<file path="src/rtl/uart_rx.sv">
// -----------------------------------------------------------------------------
// uart_rx -- 8N1 UART receiver (8E1 when UART_RX_PARITY_EN is defined)
//
// Samples the asynchronous uart_rxd pin in the clk domain, qualifies the start
// bit at its centre, samples each data bit at mid-bit and checks the stop bit.
// A good byte is presented on data with a single-cycle data_valid strobe; a low
// stop bit gives a single-cycle frame_err strobe and the byte is dropped.
//
// Optional feature macro: UART_RX_PARITY_EN
//   defined   : even parity bit between bit 7 and the stop bit, parity_err port
//   undefined : plain 8N1, no parity state and no parity_err port
//
// Ports
//   clk          in   1  system clock
//   rst          in   1  synchronous active-high reset
//   uart_rxd     in   1  asynchronous serial input, idle high
//   data         out  8  last good byte (LSB first on the wire)
//   data_valid   out  1  1-cycle pulse, data updated this cycle
//   frame_err    out  1  1-cycle pulse, stop bit sampled low
//   parity_err   out  1  1-cycle pulse, parity mismatch (UART_RX_PARITY_EN only)
//   busy         out  1  high whenever the receiver is not idle
// -----------------------------------------------------------------------------
module uart_rx #(
    parameter int  CLKS_PER_BIT = 433,
    localparam int CNT_W        = $clog2(CLKS_PER_BIT)
) (
    input  logic       clk,
    input  logic       rst,
    input  logic       uart_rxd,
    output logic [7:0] data,
    output logic       data_valid,
    output logic       frame_err,
`ifdef UART_RX_PARITY_EN
    output logic       parity_err,
`endif
    output logic       busy
);

    localparam logic [CNT_W-1:0] HALF = CNT_W'((CLKS_PER_BIT - 1) / 2);
    localparam logic [CNT_W-1:0] LAST = CNT_W'(CLKS_PER_BIT - 1);

    typedef enum logic [2:0] {
        S_IDLE   = 3'd0,
        S_START  = 3'd1,
        S_RECV   = 3'd2,
        S_STOP   = 3'd3,
        S_WAIT   = 3'd4
`ifdef UART_RX_PARITY_EN
        , S_PARITY = 3'd5
`endif
    } state_e;

    // Even-parity helper: XOR of all data bits.
    function automatic logic even_parity(input logic [7:0] v);
        return ^v;
    endfunction

    state_e           state_q;
    logic [CNT_W-1:0] cnt_q;
    logic [CNT_W-1:0] cnt_d;
    logic [2:0]       bit_idx_q;
    logic [7:0]       shift_q;
    logic [7:0]       data_q;
    logic             data_valid_q;
    logic             frame_err_q;
    logic             busy_q;
    logic             rxd_meta_q;
    logic             rxd_s_q;
    logic [1:0]       sync_vld_q;
    logic             armed_q;
`ifdef UART_RX_PARITY_EN
    logic             par_q;
    logic             parity_err_q;
`endif

    assign cnt_d = cnt_q + CNT_W'(1);

    // Synchronizer, bit-timing counter, receive FSM and registered strobes.
    always_ff @(posedge clk) begin
        if (rst) begin
            state_q      <= S_IDLE;
            cnt_q        <= '0;
            bit_idx_q    <= 3'd0;
            shift_q      <= 8'h00;
            data_q       <= 8'h00;
            data_valid_q <= 1'b0;
            frame_err_q  <= 1'b0;
            busy_q       <= 1'b0;
            rxd_meta_q   <= 1'b1;
            rxd_s_q      <= 1'b1;
            sync_vld_q   <= 2'b00;
            armed_q      <= 1'b0;
`ifdef UART_RX_PARITY_EN
            par_q        <= 1'b0;
            parity_err_q <= 1'b0;
`endif
        end else begin
            rxd_meta_q   <= uart_rxd;
            rxd_s_q      <= rxd_meta_q;
            // Marks when the synchronizer holds real line samples rather than
            // its reset value, so a line held low across reset is not
            // mistaken for a start edge.
            sync_vld_q   <= {sync_vld_q[0], 1'b1};
            data_valid_q <= 1'b0;
            frame_err_q  <= 1'b0;
`ifdef UART_RX_PARITY_EN
            parity_err_q <= 1'b0;
`endif
            case (state_q)
                S_IDLE: begin
                    cnt_q     <= '0;
                    bit_idx_q <= 3'd0;
                    // A start needs a genuine high-to-low transition: the
                    // line must have been seen high first (armed).
                    if (armed_q && !rxd_s_q) begin
                        state_q <= S_START;
                        busy_q  <= 1'b1;
                        armed_q <= 1'b0;
                    end else if (sync_vld_q[1] && rxd_s_q) begin
                        armed_q <= 1'b1;
                    end else begin
                        armed_q <= armed_q;
                    end
                end
                S_START: begin
                    if (cnt_q == HALF) begin
                        cnt_q <= '0;
                        if (!rxd_s_q) begin
                            state_q <= S_RECV;
                        end else begin
                            // Line went back high before mid start bit: glitch.
                            state_q <= S_IDLE;
                            busy_q  <= 1'b0;
                        end
                    end else begin
                        cnt_q <= cnt_d;
                    end
                end
                S_RECV: begin
                    if (cnt_q == LAST) begin
                        cnt_q              <= '0;
                        shift_q[bit_idx_q] <= rxd_s_q;
                        if (bit_idx_q == 3'd7) begin
                            bit_idx_q <= 3'd0;
`ifdef UART_RX_PARITY_EN
                            state_q   <= S_PARITY;
`else
                            state_q   <= S_STOP;
`endif
                        end else begin
                            bit_idx_q <= bit_idx_q + 3'd1;
                        end
                    end else begin
                        cnt_q <= cnt_d;
                    end
                end
`ifdef UART_RX_PARITY_EN
                S_PARITY: begin
                    if (cnt_q == LAST) begin
                        cnt_q   <= '0;
                        par_q   <= rxd_s_q;
                        state_q <= S_STOP;
                    end else begin
                        cnt_q <= cnt_d;
                    end
                end
`endif
                S_STOP: begin
                    // Decision is made at mid stop bit, so IDLE is back in
                    // time for a start bit that follows with no idle gap.
                    if (cnt_q == LAST) begin
                        cnt_q <= '0;
                        if (rxd_s_q) begin
                            state_q <= S_IDLE;
                            busy_q  <= 1'b0;
`ifdef UART_RX_PARITY_EN
                            if (even_parity(shift_q) != par_q) begin
                                parity_err_q <= 1'b1;
                            end else begin
                                data_q       <= shift_q;
                                data_valid_q <= 1'b1;
                            end
`else
                            data_q       <= shift_q;
                            data_valid_q <= 1'b1;
`endif
                        end else begin
                            frame_err_q <= 1'b1;
                            state_q     <= S_WAIT;
                        end
                    end else begin
                        cnt_q <= cnt_d;
                    end
                end
                S_WAIT: begin
                    // Hold off on a break / stuck-low line until it idles high.
                    if (rxd_s_q) begin
                        state_q <= S_IDLE;
                        busy_q  <= 1'b0;
                    end else begin
                        state_q <= S_WAIT;
                    end
                end
                default: begin
                    state_q   <= S_IDLE;
                    busy_q    <= 1'b0;
                    cnt_q     <= '0;
                    bit_idx_q <= 3'd0;
                end
            endcase
        end
    end

    assign data       = data_q;
    assign data_valid = data_valid_q;
    assign frame_err  = frame_err_q;
    assign busy       = busy_q;
`ifdef UART_RX_PARITY_EN
    assign parity_err = parity_err_q;
`endif

endmodule

</file>
<file path="config.mk">
export PLATFORM = sky130hd
export DESIGN_NAME = uart_rx
export DESIGN_NICKNAME = d
export VERILOG_FILES = /design/src/rtl/uart_rx.sv
export SDC_FILE = /design/constraint.sdc
export NUM_CORES = 1
export LEC_CHECK = 0
export ABC_AREA = 1
export BUFFER_PORTS_ARGS = -buffer_cell sky130_fd_sc_hd__buf_4
export CAP_MARGIN = 10
export CORE_MARGIN = 2
export CORE_UTILIZATION = 40
export CTS_CLUSTER_DIAMETER = 80
export DETAILED_ROUTE_END_ITERATION = 8
export HOLD_SLACK_MARGIN = 0.1
export PLACE_DENSITY = 0.64
export SLEW_MARGIN = 20
export SYNTH_ARGS = -nofsm -noshare
export SYNTH_HDL_FRONTEND = slang
export SYNTH_SLANG_ARGS = --single-unit
</file>
<file path="constraint.sdc">
create_clock -name clk -period 3.2 [get_ports clk]
set_input_delay 0.16 -clock clk [delete_from_list [all_inputs] [get_ports clk]]
set_output_delay 0.16 -clock clk [all_outputs]
set_load 0.01 [all_outputs]
</file>
==> flow_results.org, run 1 <==
** Status
- The flow ran to the end, and the final reports show no timing, DRC or antenna violations.

** Global routing
- Aggregate global routing overflow :: 0
- Antenna violations before repair :: 0
- Wire length of the first global-routing pass :: 6600 um
- Number of global-route vias before repair :: 1520
- Maximum number of pins on one net before global-route repair :: 28
- In the global route stage, overall resource usage came out at 15.8%.

** CTS
- # hold bufs at CTS :: 1
- Once the clock tree was built, the resizer swapped 0 gates to a different size.
- Clock-pin slew on the worst setup and hold paths :: 0.07 ns
- Bufs on Longest Clock Path :: 2
- The clock drives 39 sinks.
- TritonCTS built the clock tree.
- In this run the number of H-tree levels came out at 2.
- Post-CTS timing repair inserted 0 buffers for setup.
- Number of buffers added by the clock tree synthesis step :: 5
- Insertion delay to the later sink of the worst-skew pair :: 0.29 ns
- In this run the clock root is driven by a sky130_fd_sc_hd__clkbuf_8.

** Power and ir drop
- VDD sags by at most 231 uV.
- Cell internal power was estimated by the tool at 0.000778 W.
- Psw :: 0.000412 W
- Fraction of power consumed by the clock network :: 26.6%
- Power density cells :: 570 nW/um2
- Sequential share of power :: 46.6%
- Net switching share of the total power :: 34.6%
- Of the total power, combinational logic draws 26.8%.
- The analysis attributes to cell leakage a power of 0.950 nW.

** Final layout
- Net count reported at finish :: 291
- Area growth, synth to finish :: 11.3%
- The repair_antennas step left the layout with diodes totalling 0.
- Finished Cell Area :: 2090 um2
- Share of post-route cells with drive strength above 1 :: 14.0%

** Yosys
- Of the synthesized area, sequential elements account for 41.6%.
- By area the synthesized netlist is led by sky130_fd_sc_hd__dfxtp_1, sky130_fd_sc_hd__nand2_1, sky130_fd_sc_hd__nor2_1.
- Unique cell type count in the Yosys netlist :: 31
- Syn_area_per_cell :: 7.00 um2
- The Yosys step of the flow raised 0 warnings.
- Synthesis inferred 39 register bits.
- In this run the biggest area consumer among cell types represents 41.6% of the synthesized area.
- Synthesis produced a netlist whose cell count is 268.
- In this run the cell area of the synthesized design comes to 1880 um2.
- Largest area contributor in the netlist :: sky130_fd_sc_hd__dfxtp_1
- Synth Net Count :: 275

** STA
- RSZ-0062 raised after global routing :: false
- Setup violations remaining at the end of the flow were counted as 0.
- The count of final max-slew check failures was 0.
- The number of hold-slack violations in the final timing report is 0.
- The worst path uses 49.5% of the clock period.
- Worst slew margin relative to its limit :: 48.4%
- On the final layout, the worst clock skew is 0.00418 ns.
- For the pin with the worst max-slew slack, the measured transition is 0.770 ns.
- The worst path in the final design needs a cycle of 1.58 ns, including I/O delays and setup.
- Achievable frequency :: 631 MHz
- Summed negative setup slack over all endpoints :: 0 ns

** Critical path
- The critical path is of the reg2reg type.
- The worst setup path is captured at a flip-flop.
- Data arrival time of the critical path :: 1.76 ns
- Peak fanout along the critical path :: 6
- STA classifies the critical path startpoint as a flip-flop.
- Required time of the worst setup path :: 3.37 ns

** Drt
- After detailed routing, the total wire length is 3720 um.
- In the routed layout, each cell is associated on average with a via count of 4.85.
- Wirelength per Cell :: 11.0 um
- For this run, design rule violations remaining after detail routing come to 0.
- Vias :: 1635
- Number of DRC violations after detailed-routing iteration 0 :: 83
- Count of nets left with antenna violations after detail routing :: 0
- The pre-antenna-repair detailed-routing pass consisted of 4 iterations.

** Die
- Die area :: 5250 um2
- The region available for standard cell placement spans 4440 um2.
- I/O pin count :: 14
- The die is 72.5 um tall.
- Total number of placement rows :: 24
- Initial core utilization :: 42.2%
- Measured along the x axis, the die boundary spans 72.5 um.

** Hold path
- Class of the tightest hold or removal check :: in2reg

** Place
- # port buffers :: 13
- Routability-driven placement finished with a final weighted congestion of 0.874.
- In this run the cell area measured after placement is 2000 um2.
- Detailed placement ended at an HPWL of 2670 um.

** Flow run
- Max-cap check violation count :: 0
==> path summary, 6_finish.rpt <==
kind / startpoint / end / slack (ns) / depth (start not counted)
max: cnt_q[0]$_SDFFE_PP0N_ / cnt_q[5]$_SDFFE_PP0N_ / 1.62 / 9
min: rst / bit_idx_q[2]$_SDFFE_PP0P_ / 0.16 / 2
max reg2reg: cnt_q[0]$_SDFFE_PP0N_ / cnt_q[5]$_SDFFE_PP0N_ / 1.62 / 9
min reg2reg: sync_vld_q[0]$_DFF_P_ / sync_vld_q[1]$_SDFF_PP0_ / 0.41 / 2
==> cells in the mapped netlist <==
cell,count
sky130_fd_sc_hd__nor2_1,40
sky130_fd_sc_hd__a31oi_1,1
sky130_fd_sc_hd__nor3_4,1
sky130_fd_sc_hd__clkinv_1,1
sky130_fd_sc_hd__o21ai_2,2
sky130_fd_sc_hd__clkinv_2,1
sky130_fd_sc_hd__or2_2,2
sky130_fd_sc_hd__nand3_2,1
sky130_fd_sc_hd__buf_4,1
sky130_fd_sc_hd__nor4_1,1
sky130_fd_sc_hd__nor3_1,6
sky130_fd_sc_hd__nand2_1,66
sky130_fd_sc_hd__o21ai_0,17
sky130_fd_sc_hd__clkbuf_1,2
sky130_fd_sc_hd__a21oi_1,15
sky130_fd_sc_hd__nand2_2,4
sky130_fd_sc_hd__inv_1,36
sky130_fd_sc_hd__a21oi_2,2
sky130_fd_sc_hd__nand4_1,2
sky130_fd_sc_hd__nand2_4,1
sky130_fd_sc_hd__nor2_8,1
sky130_fd_sc_hd__dfxtp_1,39
sky130_fd_sc_hd__ha_1,4
sky130_fd_sc_hd__nor2_4,2
sky130_fd_sc_hd__o211ai_1,1
sky130_fd_sc_hd__buf_6,1
sky130_fd_sc_hd__inv_2,2
sky130_fd_sc_hd__buf_8,1
sky130_fd_sc_hd__nand3_1,12
sky130_fd_sc_hd__nor2_2,2
sky130_fd_sc_hd__or2_1,1
==> final cells by class <==
cell class                 instances  area, um2
clock buffer                       7       76.3
timing repair buffer              14        108
inverter                          40        151
sequential                        39        781
multi-input combinational        184        902
clock inverter                     1       5.00
fill                             465       2360
tap                               52       65.1
==> through the flow <==
stage / instances / util (%) / worst slack, ns / power [W] / hold WS [ns]
global placement: 328 / 44.9 / 1.65 / 0.000880 / 0.344
global route: 337 / 47.0 / 1.44 / 0.00127 / 0.159
detailed placement: 328 / 44.9 / 1.62 / 0.000881 / 0.348
CTS: 337 / 47.0 / 1.60 / 0.00120 / 0.149
floorplan: 268 / - / 1.84 / 0.000812 / 0.264
finish: 337 / 47.0 / 1.62 / 0.00119 / 0.161
==> power by group through the flow <==
stage / logic [W] / clock network [W] / registers, W
after floorplan: 0.000253 / 0 / 0.000560
after global placement: 0.000316 / 0 / 0.000564
after detailed placement: 0.000315 / 0 / 0.000566
after CTS: 0.000318 / 0.000329 / 0.000555
after global routing: 0.000361 / 0.000345 / 0.000561
final: 0.000319 / 0.000317 / 0.000555
==> per-layer routing <==
layer	vias up	part of all wire, %	global-route usage, %
met4	0	2.0	6.38
met1	728	50	21.2
li1	865	-	-
met3	7	4.9	4.31
met5	-	0	0
met2	35	43	24.3
==> placed cells by master, fill, tap and decap left out, types with 4 or more instances in the layout <==
master / count
sky130_fd_sc_hd__inv_1: 36
sky130_fd_sc_hd__nor2_1: 40
sky130_fd_sc_hd__ha_1: 4
sky130_fd_sc_hd__nand2_2: 4
sky130_fd_sc_hd__dfxtp_1: 39
sky130_fd_sc_hd__nand2_1: 66
sky130_fd_sc_hd__buf_4: 13
sky130_fd_sc_hd__o21ai_0: 17
sky130_fd_sc_hd__nand3_1: 12
sky130_fd_sc_hd__a21oi_1: 15
sky130_fd_sc_hd__clkbuf_8: 5
sky130_fd_sc_hd__nor3_1: 6
==> registers in the layout, summed over array words and instances, names as in the netlist <==
name and flops:
armed_q 1, bit_idx_q 3, busy 1, cnt_q 9, data 8, data_valid 1
frame_err 1, rxd_meta_q 1, rxd_s_q 1, shift_q 8, state_q 3, sync_vld_q 2
==> logic make-up (layout without fill, tap and decap cells) <==
group | Yosys count | after routing | synth area share, %
AOI/OAI and AO/OA | 38 | 38 | 11.1
adders and majority gates | 4 | 4 | 2.67
buffers and inverters | 45 | 62 | 10.3
DFF | 39 | 39 | 41.6
and+or+nand+nor | 142 | 142 | 34.3
==> critical path: stages, from the launching register on <==
cell                      delay [ns]
sky130_fd_sc_hd__dfxtp_1        0.33
sky130_fd_sc_hd__inv_1          0.09
sky130_fd_sc_hd__ha_1           0.19
sky130_fd_sc_hd__nand2_1        0.06
sky130_fd_sc_hd__nor2_1         0.10
sky130_fd_sc_hd__nand2_1        0.09
sky130_fd_sc_hd__nand2_1        0.11
sky130_fd_sc_hd__nand3_2        0.16
sky130_fd_sc_hd__nor2_1         0.26
sky130_fd_sc_hd__nor3_1         0.08
(Power assumes the default switching activity.)
==> run 2: changes to the inputs <==
- clock period: 3.2 -> 1.6 ns (I/O delays scaled with it)
==> flow_results.org, run 2 (synthesis gave the netlist of run 1 again) <==
** Status
- The flow ran to the end, and the final reports show no timing, DRC or antenna violations.

** Place
- Minimum setup slack after placement :: 0.0582 ns (-1.56 ns)
- The final RePlAce weighted congestion is 0.855 (-2.2%).
- Detailed placement HPWL :: 2710 um (+1.8%)
- The area after detailed placement came to 2030 um2 (+1.5%).
- The quantity of I/O buffers inserted on ports is 13 (unchanged).

** STA
- Minimum clock period :: 1.49 ns (-0.0952 ns)
- Worst slew margin relative to its limit :: 74.7% (+26 points)
- Largest clock skew in the final design :: 0.00424 ns (+0.0000596 ns)
- The sum of negative setup slack is 0 ns (unchanged).
- Total count of hold-check failures in the final report :: 0 (unchanged)
- Setup repair after global routing could not meet its margin everywhere.
- Setup violation total in the final timing report :: 0 (unchanged)
- The post-route clock period utilization is 93.0% (+44 points).
- Achievable frequency :: 672 MHz (+6.4%)
- The setup slack of the critical path after layout came to 0.111 ns (-1.50 ns).
- Final-report max-slew violation count :: 0 (unchanged)
- Worst-margin pin slew :: 0.379 ns (-0.391 ns)

** Global routing
- The initial antenna violation count came to 0 (unchanged).
- The global router's overall resource usage was 15.8% (-0.029 points).
- Aggregate global routing overflow :: 0 (unchanged)
- The global-route wire length before repair came to 6320 um (-4.3%).
- Number of global-route vias before repair :: 1461 (-3.9%)
- Maximum number of pins on one net before global-route repair :: 21 (-25%)

** CTS
- The worst-skew pair later-pin latency is 0.29 ns (about the same).
- Clock tree synthesis selected as its root buffer the cell sky130_fd_sc_hd__clkbuf_8.
- Clock-pin slew on the worst setup and hold paths :: 0.07 ns (about the same)
- The worst-case clock buffer depth was 2 (unchanged).
- Number of buffers added by the clock tree synthesis step :: 5 (unchanged)
- TritonCTS clock tree :: done
- Clock Sinks :: 39 (unchanged)
- The total number of H-tree levels is 2 (unchanged).

** Final layout
- Register with the highest flop count :: cnt_q
- Most used cells in the layout excluding fill and tap cells :: sky130_fd_sc_hd__nand2_1, sky130_fd_sc_hd__nor2_1, sky130_fd_sc_hd__dfxtp_1
- Diodes inserted :: 0 (unchanged)
- The number of fill cells in the layout is 455 (-2.2%).
- The number of flip-flops in the largest register is 9 (unchanged).
- The layout cell share with drive strength beyond 1 came to 19.5% (+5.5 points).
- From synthesis to final layout, the design area changed by 17.3%.
- Leading cell type in the layout, fill and taps excluded :: sky130_fd_sc_hd__nand2_1
- The cell area after layout was 2200 um2 (+5.4%).
- Net count reported at finish :: 300 (+3.1%)

** Drt
- The number of search-and-repair iterations in the first detailed-routing pass came to 4 (unchanged).
- The total number of vias came to 1683 (+2.9%).
- Wirelength per Cell :: 11.6 um (+5.3%)
- The number of design-rule violations left by the first detailed-router iteration came to 92 (+11%).
- Total routed wirelength :: 4000 um (+7.5%)
- The number of DRC violations after detailed routing came to 0 (unchanged).
- The number of nets still failing antenna checks after routing is 0 (unchanged).
- DR vias/cell :: 4.89 (+0.84%)

** Die
- I/O pin count :: 14 (unchanged)
- The effective utilization at floorplan was 42.2% (unchanged).
- Die X :: 72.5 um (unchanged)
- Total number of placement rows :: 24 (unchanged)
- The die height is 72.5 um (unchanged).
- Die area :: 5250 um2 (unchanged)
- The total core area was 4440 um2 (unchanged).

** Critical path
- The worst setup path is of the reg2reg kind.
- Setup slack, reg-to-reg :: 0.11 ns (-1.50 ns)
- Required time of the worst setup path :: 1.83 ns (-1.54 ns)
- STA classifies the critical path startpoint as a flip-flop.
- The maximum fanout encountered on the critical timing path was 8 (+2).
- The worst setup path is captured at a flip-flop.
- The data arrival at the endpoint of the critical path was 1.72 ns (-0.04 ns).
- Slowest cell on the critical path :: sky130_fd_sc_hd__dfxtp_2
- Peak per-stage delay on the critical path :: 0.34 ns (about the same)
- Cell type group with the largest total delay on the critical path :: simple AND/OR/NAND/NOR gates
- Chain of cells forming the critical path :: inv_2 > ha_4 > nand4_1 > nor2_4 > nand2_4 > nor2_8 > buf_8 > o21ai_2 > a21oi_2
- Buf+Inv Stages, Crit Path :: 2 (+1)

** Hold path
- The worst hold path belongs to the class reg2reg.

** Power and ir drop
- The standby leakage power was 0.994 nW (+4.6%).
- The power density relative to cell area was 1130 nW/um2 (+98%).
- Worst vdd ir :: 578 uV (+150%)

** Flow run
- Max-cap check violation count :: 0 (unchanged)
## run 2: cell types whose count changed in the layout (fill, tap and decap cells not counted), sizes merged
cell,before,now
clkinv,3,2
dlygate4sd3,1,2
clkbuf,7,5
nor2,45,46
clkinvlp,0,1
buf,13,20
## run 2: area by class of cell
type,count,area [um2],share of cell area [%]
Clock buffer,5,68.8,3.13
Clock inverter,1,7.51,0.341
Inverter,40,151,6.88
Multi-Input combinational cell,185,947,43.0
Sequential cell,39,783,35.6
Tap cell,52,65.1,2.96
Timing Repair Buffer,22,178,8.07
## run 2: power breakdown
group | internal [W] | switching (W)
sequential | 0.00104 | 0.0000564
clock | 0.000289 | 0.000327
combinational | 0.000278 | 0.000495
total | 0.00161 | 0.000879
## run 2: worst register-to-register path, stage by stage (launching register included)
cell and delay, ns:
sky130_fd_sc_hd__dfxtp_2 0.34, sky130_fd_sc_hd__inv_2 0.08, sky130_fd_sc_hd__ha_4 0.14, sky130_fd_sc_hd__nand4_1 0.12, sky130_fd_sc_hd__nor2_4 0.18, sky130_fd_sc_hd__nand2_4 0.11, sky130_fd_sc_hd__nor2_8 0.18, sky130_fd_sc_hd__buf_8 0.15
sky130_fd_sc_hd__o21ai_2 0.06, sky130_fd_sc_hd__a21oi_2 0.09
## run 2: metrics by stage
stage          cells  total power, W  utilization, %  hold slack [ns]
2_1_floorplan    268         0.00162               -            0.184
3_3_place_gp     332         0.00181            45.6            0.266
3_5_place_dp     332         0.00182            45.6            0.273
4_1_cts          340         0.00245            47.8            0.412
5_1_grt          344         0.00264            49.5            0.433
6_report         344         0.00249            49.5            0.410
## run 2: metal layers
layer / wire length [um] / vias up / track usage (%)
met1: 1970 / 756 / 20.8
met2: 1770 / 32 / 23.3
met3: 174 / 8 / 4.72
li1: - / 887 / -
met4: 84 / 0 / 8.44
met5: 0 / - / 0
## run 2: path summary, 6_finish.rpt
check                                      startpoint              endpoint  cells past startpoint
worst max-delay path            cnt_q[1]$_SDFFE_PP0N_  data[5]$_SDFFE_PP0P_                      9
worst min-delay path            rxd_meta_q$_SDFF_PP1_    rxd_s_q$_SDFF_PP1_                      1
worst max register to register  cnt_q[1]$_SDFFE_PP0N_  data[5]$_SDFFE_PP0P_                      9
worst min register to register  rxd_meta_q$_SDFF_PP1_    rxd_s_q$_SDFF_PP1_                      1
## run 2: what timing repair did
item / in CTS / in global routing
gates resized for setup: 0 / 14
hold buffers: 2 / 0
buffers inserted: 0 / 3
endpoints found under the setup margin: 0 / 29
hold endpoints to repair: 11 / 0
==> run 3: changes to the inputs <==
- CORE_MARGIN: 2 -> 3
==> flow_results.org, run 3 (synthesis gave the netlist of run 1 again) <==
** Status
- The run finished with clean final reports.

** Die
- Initial core utilization :: 42.2% (unchanged)
- Die span in y :: 74.5 um (+2.8%)
- The total core area is 4440 um2 (unchanged).
- The area of the die came to 5550 um2 (+5.6%).
- The cell row count came to 24 (unchanged).
- The number of I/O pins was 14 (unchanged).
- Die X :: 74.5 um (+2.8%)

** Global routing
- The initial antenna violation count is 0 (unchanged).
- The global-route wire length before repair came to 6420 um (+1.5%).
- The maximum number of pins on one net before global-route repair is 28 (+33%).
- The aggregate global routing overflow came to 0 (unchanged).
- Number of global-route vias before repair :: 1473 (+0.82%)
- The global router's overall resource usage was 14.9% (-0.91 points).

** STA
- Fraction of the cycle the final worst path needs :: 94.2% (+1.2 points)
- The worst clock skew was 0.00939 ns (+0.00515 ns).
- The achievable clock frequency came to 663 MHz (-1.3%).
- The number of setup violations in the final report is 0 (unchanged).
- Minimum clock period :: 1.51 ns (+0.0192 ns)
- Worst-margin pin slew :: 0.383 ns (+0.00408 ns)
- The number of hold-slack violations in the final timing report is 0 (unchanged).
- Final-report max-slew violation count :: 0 (unchanged)
- The normalized max-slew margin came to 74.3% (-0.44 points).

** CTS
- Clock-pin slew on the worst setup and hold paths :: 0.08 ns (about the same)
- TritonCTS clock tree :: done
- The CTS buffer count came to 5 (unchanged).
- The worst-skew pair later-pin latency is 0.29 ns (about the same).
- H-tree depth :: 2 (unchanged)
- Clock Sinks :: 39 (unchanged)
- Buffer cell driving the clock tree root :: sky130_fd_sc_hd__clkbuf_8
- The worst-case clock buffer depth is 2 (unchanged).

** Final layout
- Area growth, synth to finish :: 19.1%
- Leaving out fill and tap cells, the most frequent cell in the layout is sky130_fd_sc_hd__nand2_1.
- The net count of the finished layout was 301 (+0.33%).
- The number of flip-flops in the largest register came to 9 (unchanged).
- The top cell types in the final layout, fill and taps aside, are sky130_fd_sc_hd__nand2_1, sky130_fd_sc_hd__dfxtp_1, sky130_fd_sc_hd__nor2_1.
- Diodes inserted :: 0 (unchanged)
- The register with the most flip-flops in the final layout is cnt_q.
- The layout cell share with drive strength beyond 1 is 20.7% (+1.2 points).
- Finished Cell Area :: 2230 um2 (+1.5%)

** Drt
- Total routed wirelength :: 3830 um (-4.3%)
- Vias :: 1669 (-0.83%)
- Number of DRC violations after detailed-routing iteration 0 :: 73 (-21%)
- The average wire length per cell after detail routing was 11.0 um (-5.1%).
- Count of nets left with antenna violations after detail routing :: 0 (unchanged)
- DRC violation count after routing :: 0 (unchanged)
- DR vias/cell :: 4.81 (-1.7%)
- The number of search-and-repair iterations in the first detailed-routing pass was 4 (unchanged).

** Critical path
- STA classifies the critical path startpoint as a flip-flop.
- The required time of the critical path is 1.83 ns (about the same).
- Start-to-end type of the worst setup path :: reg2reg
- STA classifies the critical path endpoint as a flip-flop.
- The maximum fanout encountered on the critical timing path came to 7 (-1).
- Data arrival time of the critical path :: 1.74 ns (+0.02 ns)

** Power and ir drop
- The maximum vdd drop was 686 uV (+19%).
- Tot Pwr :: 0.00257 W (+3.4%)
- Net switching share of the total power :: 34.8% (-0.53 points)
- Sequential share of power :: 42.6% (-1.6 points)
- Fraction of power consumed by the clock network :: 26.7% (+1.9 points)
- The combinational fraction of design power is 30.7% (-0.4 points).
- Power density cells :: 1150 nW/um2 (+1.9%)
- The internal power of the cells came to 0.00168 W (+4.3%).
- Leakage dissipation :: 1.02 nW (+2.9%)
- The switching power came to 0.000896 W (+1.9%).

** Place
- Standard cell area after detailed placement :: 2030 um2 (unchanged)
- The quantity of I/O buffers inserted on ports came to 13 (unchanged).
- The final RePlAce weighted congestion was 0.903 (+5.7%).
- Detailed placement HPWL :: 2650 um (-2.3%)

** Flow run
- Max-cap check violation count :: 0 (unchanged)

** Hold path
- The worst hold path belongs to the class reg2reg.
run 3: path summary, 6_finish.rpt:
path                         start                  endpoint  slack (ns)  depth (start not counted)
max          cnt_q[0]$_SDFFE_PP0N_      data[5]$_SDFFE_PP0P_        0.09                          9
min          sync_vld_q[0]$_DFF_P_  sync_vld_q[1]$_SDFF_PP0_        0.41                          2
max reg2reg  cnt_q[0]$_SDFFE_PP0N_      data[5]$_SDFFE_PP0P_        0.09                          9
min reg2reg  sync_vld_q[0]$_DFF_P_  sync_vld_q[1]$_SDFF_PP0_        0.41                          2
run 3: power groups by stage:
stage / Sequential, W / Combinational (W) / Clock, W
final: 0.00110 / 0.000789 / 0.000689
after global routing: 0.00111 / 0.000896 / 0.000752
after global placement: 0.00111 / 0.000699 / 0
after detailed placement: 0.00111 / 0.000711 / 0
after CTS: 0.00109 / 0.000718 / 0.000711
after floorplan: 0.00112 / 0.000505 / 0
run 3: routing by layer:
layer	global-route usage (%)	share of wire, %
met1	21.2	53
met2	22.1	43
met3	3.65	3.4
met4	4.74	1.3
met5	0	0
run 3: repair_timing:
item | 4_1_cts | 5_1_grt
endpoints found under the setup margin | 0 | 31
resized for setup | 0 | 17
hold buffers | 2 | 0
hold endpoints to repair | 11 | 0
buffers inserted | 0 | 4
run 3: worst max-delay path, cell delays in order (launching register included):
cell and delay, ns:
sky130_fd_sc_hd__dfxtp_2 0.34, sky130_fd_sc_hd__inv_2 0.08, sky130_fd_sc_hd__ha_4 0.14, sky130_fd_sc_hd__nand4_1 0.13, sky130_fd_sc_hd__nor2_4 0.21, sky130_fd_sc_hd__nand2_4 0.11
sky130_fd_sc_hd__nor2_8 0.18, sky130_fd_sc_hd__buf_6 0.13, sky130_fd_sc_hd__o21ai_2 0.05, sky130_fd_sc_hd__a21oi_2 0.10
run 3: area by class of cell:
type / instances / area [um2]
tap: 52 / 65.1
multi-input combinational: 185 / 955
inverter: 40 / 151
fill: 445 / 2210
sequential: 39 / 783
clock inverter: 1 / 8.76
clock buffer: 7 / 86.3
timing repair buffer: 23 / 185
run 3: stage by stage:
stage,util [%],cells,TNS (ns),hold slack (ns),setup slack [ns]
2_1_floorplan,-,268,0,0.184,0.239
3_3_place_gp,45.6,332,0,0.266,0.0653
3_5_place_dp,45.6,332,0,0.268,0.0428
4_1_cts,48.2,342,0,0.410,0.0244
5_1_grt,50.3,347,-0.00546,0.448,-0.00546
6_report,50.3,347,0,0.409,0.0922
